--- config.mk ---
export PLATFORM = sky130hd
export DESIGN_NAME = id_stage
export DESIGN_NICKNAME = d
export VERILOG_FILES = /design/src/rtl/id_stage.sv
export SDC_FILE = /design/constraint.sdc
export NUM_CORES = 2
export LEC_CHECK = 0
export CAP_MARGIN = 20
export CORE_MARGIN = 3
export CORE_UTILIZATION = 23
export DETAILED_ROUTE_END_ITERATION = 10
export GPL_ROUTABILITY_DRIVEN = 0
export GPL_TIMING_DRIVEN = 0
export SLEW_MARGIN = 20
export SYNTH_ARGS = -nofsm -noshare
export SYNTH_HDL_FRONTEND = slang
export SYNTH_SLANG_ARGS = --single-unit
--- constraint.sdc ---
create_clock -name clk -period 9.7 [get_ports clk]
set_input_delay 1.455 -clock clk [delete_from_list [all_inputs] [get_ports clk]]
set_output_delay 1.455 -clock clk [all_outputs]
set_load 0.01 [all_outputs]
--- src/rtl/id_stage.sv ---
// id_stage: RV32/RV64 decode stage with register file, write scoreboard and branch resolve.
// Optional ID_WB_BYPASS_EN: a source waiting on its last in-flight write takes WB data directly.
module id_stage #(
    parameter int XLEN = 32,
    parameter int SB_W = 2
) (
    input  logic              clk,
    input  logic              rst,
    input  logic              fs_to_ds_valid,
    input  logic [XLEN+31:0]  fs_data,
    output logic              ds_allowin,
    output logic              ds_to_es_valid,
    input  logic              es_allowin,
    output logic [4*XLEN+5:0] ds_data,
    input  logic              wb_we,
    input  logic [4:0]        wb_rd,
    input  logic [XLEN-1:0]   wb_wdata,
    output logic              br_taken,
    output logic [XLEN-1:0]   br_target
);
    localparam logic [6:0] OP_LUI    = 7'b0110111;
    localparam logic [6:0] OP_AUIPC  = 7'b0010111;
    localparam logic [6:0] OP_JAL    = 7'b1101111;
    localparam logic [6:0] OP_JALR   = 7'b1100111;
    localparam logic [6:0] OP_BRANCH = 7'b1100011;
    localparam logic [6:0] OP_LOAD   = 7'b0000011;
    localparam logic [6:0] OP_STORE  = 7'b0100011;
    localparam logic [6:0] OP_OPIMM  = 7'b0010011;
    localparam logic [6:0] OP_OP     = 7'b0110011;

    localparam logic [SB_W-1:0] SB_MAX = '1;
    localparam logic [SB_W-1:0] SB_ONE = SB_W'(1);

    logic            ds_valid;
    logic [31:0]     instr;
    logic [XLEN-1:0] pc;
    logic [XLEN-1:0] rf [32];
    logic [SB_W-1:0] sb_cnt [32];

    logic [6:0] opcode;
    logic [2:0] funct3;
    logic [4:0] rs1;
    logic [4:0] rs2;
    logic [4:0] rd;

    assign opcode = instr[6:0];
    assign funct3 = instr[14:12];
    assign rs1    = instr[19:15];
    assign rs2    = instr[24:20];
    assign rd     = instr[11:7];

    logic is_lui, is_auipc, is_jal, is_jalr;
    logic is_branch, is_load, is_store, is_opimm, is_op;

    assign is_lui    = opcode == OP_LUI;
    assign is_auipc  = opcode == OP_AUIPC;
    assign is_jal    = opcode == OP_JAL;
    assign is_jalr   = opcode == OP_JALR;
    assign is_branch = opcode == OP_BRANCH;
    assign is_load   = opcode == OP_LOAD;
    assign is_store  = opcode == OP_STORE;
    assign is_opimm  = opcode == OP_OPIMM;
    assign is_op     = opcode == OP_OP;

    logic [XLEN-1:0] imm_i, imm_s, imm_b, imm_u, imm_j;

    assign imm_i = {{(XLEN-12){instr[31]}}, instr[31:20]};
    assign imm_s = {{(XLEN-12){instr[31]}}, instr[31:25], instr[11:7]};
    assign imm_b = {{(XLEN-13){instr[31]}}, instr[31], instr[7],
                    instr[30:25], instr[11:8], 1'b0};
    assign imm_u = {{(XLEN-31){instr[31]}}, instr[30:12], 12'b0};
    assign imm_j = {{(XLEN-21){instr[31]}}, instr[31], instr[19:12],
                    instr[20], instr[30:21], 1'b0};

    logic [XLEN-1:0] imm;
    logic            use_rs1;
    logic            use_rs2;
    logic            we_op;
    logic            rf_we;

    always_comb begin
        imm     = '0;
        use_rs1 = 1'b0;
        use_rs2 = 1'b0;
        we_op   = 1'b0;
        unique case (1'b1)
            is_lui, is_auipc: begin
                imm   = imm_u;
                we_op = 1'b1;
            end
            is_jal: begin
                imm   = imm_j;
                we_op = 1'b1;
            end
            is_jalr, is_load, is_opimm: begin
                imm     = imm_i;
                use_rs1 = 1'b1;
                we_op   = 1'b1;
            end
            is_branch: begin
                imm     = imm_b;
                use_rs1 = 1'b1;
                use_rs2 = 1'b1;
            end
            is_store: begin
                imm     = imm_s;
                use_rs1 = 1'b1;
                use_rs2 = 1'b1;
            end
            is_op: begin
                use_rs1 = 1'b1;
                use_rs2 = 1'b1;
                we_op   = 1'b1;
            end
            default: ;
        endcase
    end

    assign rf_we = we_op & (rd != 5'd0);

    logic [XLEN-1:0] rf_rs1;
    logic [XLEN-1:0] rf_rs2;
    logic            byp1;
    logic            byp2;
    logic [XLEN-1:0] rs1_val;
    logic [XLEN-1:0] rs2_val;

    assign rf_rs1 = (rs1 == 5'd0) ? '0 : rf[rs1];
    assign rf_rs2 = (rs2 == 5'd0) ? '0 : rf[rs2];

    // x0 never has a pending count, so a hit always names a real register
`ifdef ID_WB_BYPASS_EN
    assign byp1 = wb_we & (wb_rd == rs1) & (sb_cnt[rs1] == SB_ONE);
    assign byp2 = wb_we & (wb_rd == rs2) & (sb_cnt[rs2] == SB_ONE);
`else
    assign byp1 = 1'b0;
    assign byp2 = 1'b0;
`endif

    assign rs1_val = byp1 ? wb_wdata : rf_rs1;
    assign rs2_val = byp2 ? wb_wdata : rf_rs2;

    logic hz1;
    logic hz2;
    logic hz_rd;
    logic stall;
    logic ready_go;
    logic fire;

    assign hz1      = use_rs1 & (sb_cnt[rs1] != '0) & ~byp1;
    assign hz2      = use_rs2 & (sb_cnt[rs2] != '0) & ~byp2;
    assign hz_rd    = rf_we & (sb_cnt[rd] == SB_MAX);
    assign stall    = ds_valid & (hz1 | hz2 | hz_rd);
    assign ready_go = ~stall;

    assign ds_allowin     = rst | ~ds_valid | (ready_go & es_allowin);
    assign ds_to_es_valid = ~rst & ds_valid & ready_go;
    assign fire           = ds_to_es_valid & es_allowin;

    logic br_cond;

    always_comb begin
        br_cond = 1'b0;
        case (funct3)
            3'b000:  br_cond = rs1_val == rs2_val;
            3'b001:  br_cond = rs1_val != rs2_val;
            3'b100:  br_cond = $signed(rs1_val) <  $signed(rs2_val);
            3'b101:  br_cond = $signed(rs1_val) >= $signed(rs2_val);
            3'b110:  br_cond = rs1_val <  rs2_val;
            3'b111:  br_cond = rs1_val >= rs2_val;
            default: br_cond = 1'b0;
        endcase
    end

    logic            jump;
    logic [XLEN-1:0] jalr_sum;
    logic [XLEN-1:0] target;

    assign jump     = is_jal | is_jalr | (is_branch & br_cond);
    assign jalr_sum = rs1_val + imm;
    assign target   = is_jalr ? (jalr_sum & {{(XLEN-1){1'b1}}, 1'b0})
                              : pc + imm;

    assign br_taken  = fire & jump;
    assign br_target = br_taken ? target : '0;

    assign ds_data = {imm, rs2_val, rs1_val, pc, rd, rf_we};

    // IF's offer in a redirect cycle is on the wrong path
    always_ff @(posedge clk) begin
        if (rst) begin
            ds_valid <= 1'b0;
        end else if (ds_allowin) begin
            ds_valid <= fs_to_ds_valid & ~br_taken;
        end
    end

    always_ff @(posedge clk) begin
        if (fs_to_ds_valid & ds_allowin) begin
            {instr, pc} <= fs_data;
        end
    end

    always_ff @(posedge clk) begin
        if (rst) begin
            for (int i = 0; i < 32; i++) begin
                rf[i] <= '0;
            end
        end else if (wb_we && (wb_rd != 5'd0)) begin
            rf[wb_rd] <= wb_wdata;
        end
    end

    logic [31:0] sb_inc;
    logic [31:0] sb_dec;

    always_comb begin
        sb_inc        = '0;
        sb_dec        = '0;
        sb_inc[rd]    = fire & rf_we;
        sb_dec[wb_rd] = wb_we & (wb_rd != 5'd0) & (sb_cnt[wb_rd] != '0);
    end

    always_ff @(posedge clk) begin
        if (rst) begin
            for (int i = 0; i < 32; i++) begin
                sb_cnt[i] <= '0;
            end
        end else begin
            for (int i = 1; i < 32; i++) begin
                if (sb_inc[i] & ~sb_dec[i]) begin
                    sb_cnt[i] <= sb_cnt[i] + 1'b1;
                end else if (sb_dec[i] & ~sb_inc[i]) begin
                    sb_cnt[i] <= sb_cnt[i] - 1'b1;
                end
            end
        end
    end

endmodule

# Yosys cells after proc, flatten, opt, wreduce, memory -nomap -nowiden

Memories as Yosys holds them, arrays and structs flattened. A register that Yosys moved wholly into a read port is not among the register bits.
Cells that the tools add are included.

Bits in registers: 65
Memory bits (writable): 1088
Input bits: 106
Memories: 2

Memories:

| name   | depth | bits a word | read ports | clocked after Yosys merged registers in | write ports | line | source |
|---|---|---|---|---|---|---|---|
| rf     | 32    | 32          | 2          | 2                                       | 32          | 37   | `logic [XLEN-1:0] rf [32];` |
| sb_cnt | 32    | 2           | 35         | 3                                       | 32          | 38   | `logic [SB_W-1:0] sb_cnt [32];` |

$add $sub $neg: 64
Magnitude comparators: 8
Equal/unequal tests: 17
Muxes and demuxes: 305
Bitwise operators: 214
Reductions and logical operators: 17

Operators with widths:

| cell                                                 | count |
|---|---|
| two-way mux 1 bit                                    | 228 |
| two-way mux 32 bit                                   | 5 |
| one-hot mux 32 bit (5 select lines)                  | 1 |
| two-way mux 2 bit                                    | 62 |
| AND 1 bit                                            | 78 |
| bitwise OR 1 bit                                     | 68 |
| NOT 1 bit                                            | 66 |
| adder 32 bit                                         | 2 |
| AND 32 bit                                           | 2 |
| >= comparator 32 bit                                 | 2 |
| < comparator 32 bit                                  | 2 |
| adder 2 x 1 -> 2 bit (second input constant)         | 31 |
| subtractor 2 x 1 -> 2 bit (second input constant)    | 31 |
| == test 32 bit                                       | 1 |
| inequality test 32 bit                               | 1 |
| OR reduction 32 bit                                  | 1 |
| two-way mux 5 bit                                    | 6 |
| == test 7 x 6 -> 1 bit (second input constant)       | 3 |
| == test 7 bit (second input constant)                | 3 |
| == test 7 x 5 -> 1 bit (second input constant)       | 2 |
| == test 3 bit (second input constant)                | 4 |
| < comparator 5 x 6 -> 1 bit (second input constant)  | 2 |
| demux 1 bit (select 5 bit)                           | 2 |
| >= comparator 5 x 1 -> 1 bit (second input constant) | 2 |
| other kinds (13)                                     | 20 |

# Longest topological paths before layout

Word-level depth: 19
Depth in mapped cells: 25
Mapped depth without buffers: 19

# Worst setup path after synthesis

OpenSTA, ideal clock, no wires.

Path kind: register to output
Start point: register (tool-made name)
End point: output br_target[11]
Data arrival time: 6.332 ns
Data required time: 8.245 ns
Slack: 1.913 ns
Stages on the path, launching flop included: 25
Path buffers: 7
Cell sequence: dfxtp_1 buf_2 buf_2 buf_2 clkbuf_1 clkbuf_1 buf_1 mux4_2 mux4_2 mux2i_1 nor2_1 ha_1 a21o_1 a21o_1 a21o_1 a21o_1 a211o_1 o211ai_1 nand2_1 a211oi_1 mux2i_1 a21oi_1 o211ai_1 clkbuf_1 a211oi_1

RTL lines:

| element       | line | source |
|---|---|---|
| end, declared | 19   | `output logic [XLEN-1:0] br_target` |

==> results.cfg <==
[status]
status = finished with violations
violations = setup timing

[timing]
clock_skew_ps = 53.5
tightest_slew_ps = 1350
relSlewSlack = 0.0941
worst_slack_ps = -120
period_share = 1.01
tns_ps = -607
period_needed_ps = 9820
setup_viol = 12
finalHoldViolations = 0
rsz0062_at_grt = no
hold_slack_ps = 556
timing.fmax_ghz = 0.102
drv_slew = 0

[global_route]
grt_max_degree = 35
grt_pass1_wl_mm = 360
grtUsageTotal = 0.172
antenna_found_initial = 28
first_global_vias = 46300
grt-ovfl-total = 0

[worst_hold_path]
min_path_cells = 1
min-delay-start = instr[18]$_DFFE_PP_
hp-class = flip-flop to flip-flop

[synthesis]
synth-main-ff-cell = edfxtp_1
ys_seq_elements = 1166
synthArstFlopShare = 0
syn_avg_cell_area_sq_um = 14.1
syn_area_sq_um = 66700
synth_cell_types = 79
seq_area_frac_synth = 0.522
synth-edff-count = 1150
synth_warnings = 0
syn_inst = 4724

[clock_network]
htree_levels = 3
clk_pin_slew_ps = 60
clk_path_buf_depth = 3
cts-root-buf = clkbuf_16
cts.sinks = 1166
insertion_delay_ps = 810
cts_tree = built
cts_buffers = 121

[setup_path]
critPathKind = flip-flop to output pin
arrival_ps = 8370
r2r_end = ds_valid$_SDFFE_PP0N_
start_kind = flip-flop
r2r_setup_slack_ps = 2900
ff2ff_path_depth = 18
worst-path-max-fanout = 10
endpoint_kind = output pin
critPathRequiredTime_ps = 8250

[drt]
ant_nets = 0
drcViolationCount = 0
dr.pass1.iters = 8
vias = 47200
wirelength_mm = 264
drt-met1-wl_mm = 96.3
via_per_inst = 5.18
route.met3.wl_mm = 34.8
wl_met2_mm = 118
drt_iter0_drc = 7357
top_layer = met5
wire_per_inst_microns = 29.0

[layout]
multiInputGateArea_sq_um = 30700
fin_nets = 5411
postLayoutCoreUtil = 0.281
layout-drive-gt1-share = 0.218
ff_latch_area_sq_um = 34900
n_fill_cell = 29000
stdcell_count = 9119
syn_to_final_growth_pct = 21.6

[die]
die_y_microns = 545
rows = 197
die_area_sq_um = 297000
initial_utilization = 0.231
core_sq_um = 288000
die_x_microns = 545
io_pins = 275

[power]
p_per_area_nw_per_um2 = 172
p_leak_uw = 0.0281
power_uw = 14000
ir_worst_vdd_mv = 0.163

[place]
dp_cells = 8871
portBuffers = 271
hpwl_mm = 205

[run]
drv_cap = 0
## layout by cell type, fill, tap and decap left out, types with 15 or more instances in the layout
cell,instances
edfxtp_1,1150
xor2_1,54
a31oi_1,15
buf_16,55
nor2b_1,19
dfxtp_1,16
mux4_2,641
clkbuf_2,38
conb_1,32
buf_2,22
mux2_2,21
nand2b_1,51
nand3_1,72
mux2i_1,81
nor2_2,15
nor2_1,212
and3_1,24
clkbuf_4,35
a21o_1,91
clkbuf_16,124
clkinv_2,26
o21ai_4,32
clkinv_1,27
clkdlybuf4s50_1,265
a21oi_1,102
ha_1,90
and2_1,1009
clkbuf_1,291
diode_2,20
nand2_1,181
buf_4,31
inv_1,46
or3_1,18
o21ai_0,52
xnor2_1,56
nor3_1,22
nand4_1,21
## how the worst max path moves through the flow
stage / to / cells past startpoint
after global placement: br_target[15] / 25
after global routing: br_target[25] / 27
after CTS: br_target[11] / 24
final: br_target[10] / 19
after detailed placement: br_target[15] / 23
after floorplan: br_target[11] / 24
## stage by stage
stage          cell area [sq um]  setup WS (ps)
2_1_floorplan              66900           1910
3_3_place_gp               74300          -4970
3_5_place_dp               76400          -2670
4_1_cts                    81000           20.6
5_1_grt                    81100           12.1
6_report                   81100           -120
## area by class of cell
class,instances,share of cell area
Antenna cell,20,0.000617
Tap cell,3781,0.0583
Clock inverter,78,0.00978
Inverter,46,0.00213
Clock buffer,149,0.0387
Sequential cell,1166,0.430
Timing Repair Buffer,339,0.0546
Multi-Input combinational cell,3113,0.378
Buffer,427,0.0280
## per-layer routing
metal  vias to the layer above  GRT usage
met3                       650     0.0610
li1                      19000          -
met4                        24     0.0826
met1                     24200      0.215
met5                         -          0
met2                      3267      0.265
## state kept, by name, summed over array words and instances (netlist names), named ones only
| register | cells |
|---|---|
| sb_cnt | 62 |
| ds_valid | 1 |
| rf | 1024 |
| instr | 32 |
| pc | 32 |
## cell families (layout without fill, tap and decap cells)
logic type      Yosys count  count (layout)  synth area share
mux                     746             746             0.232
compound gates          416             416            0.0404
xor+xnor                110             110            0.0144
buf+inv                 476            1039            0.0279
simple gates           1718            1718             0.145
fa+ha+maj                91              91            0.0172
flops                  1166            1166             0.522
other cells               1              52         0.0000562
## worst max-delay path, stage by stage, from the launching register on
cell and delay (ps):
dfxtp_1 570, clkbuf_2 600, clkbuf_2 600, clkbuf_1 750
mux4_2 460, mux2i_1 100, nor2_1 910, ha_1 300
and4_1 400, nand3_2 300, a211oi_4 340, buf_12 180
a211oi_2 40, buf_4 200, mux2i_1 150, a21oi_1 160
o211ai_1 160, clkbuf_2 290, a21oi_1 390, clkdlybuf4s50_1 640
## cell usage after synthesis, drive strengths merged (5+ instances only)
cell type | instances | area share
o21a | 9 | 0.0010
and4 | 5 | 0.00066
nor2 | 233 | 0.013
a21boi | 5 | 0.00056
mux2i | 84 | 0.013
nand3 | 73 | 0.0055
nor3 | 22 | 0.0016
nor2b | 19 | 0.0018
a211oi | 13 | 0.0015
nand2b | 51 | 0.0048
nand4b | 5 | 0.00088
inv | 46 | 0.0026
xor2 | 54 | 0.0071
mux4 | 641 | 0.22
buf | 80 | 0.0056
ha | 90 | 0.017
o21bai | 10 | 0.0011
and2 | 1009 | 0.095
a21oi | 104 | 0.0078
and3 | 24 | 0.0022
nand4 | 21 | 0.0020
o31ai | 8 | 0.00097
or2 | 15 | 0.0014
dfxtp | 16 | 0.0048
a22oi | 10 | 0.0012
o22ai | 11 | 0.0010
nand3b | 9 | 0.0010
or3b | 7 | 0.00092
o21ai | 85 | 0.0064
a31oi | 15 | 0.0014
nor3b | 8 | 0.00090
mux2 | 21 | 0.0035
nand2 | 182 | 0.010
a22o | 6 | 0.00079
o211ai | 5 | 0.00056
edfxtp | 1150 | 0.52
xnor2 | 56 | 0.0073
a21o | 93 | 0.010
or3 | 18 | 0.0017
a221oi | 5 | 0.00066
clkbuf | 350 | 0.020
## report_power, final
part | internal [uW] | switching, uW | leakage (uW)
sequential | 5820 | 168 | 0.0111
clock | 2650 | 2170 | 0.00193
combinational | 1310 | 1840 | 0.0150
total | 9780 | 4170 | 0.0281
## timing repair
action                                  in CTS  in global routing
hold buffers                                 0                  0
gates resized for setup                    236                 78
gates cloned                                 0                  0
pin swaps                                    2                  1
buffers inserted                             4                  0
endpoints found under the setup margin      34                 33
No activity file was read; power rests on OpenSTA's default activity.
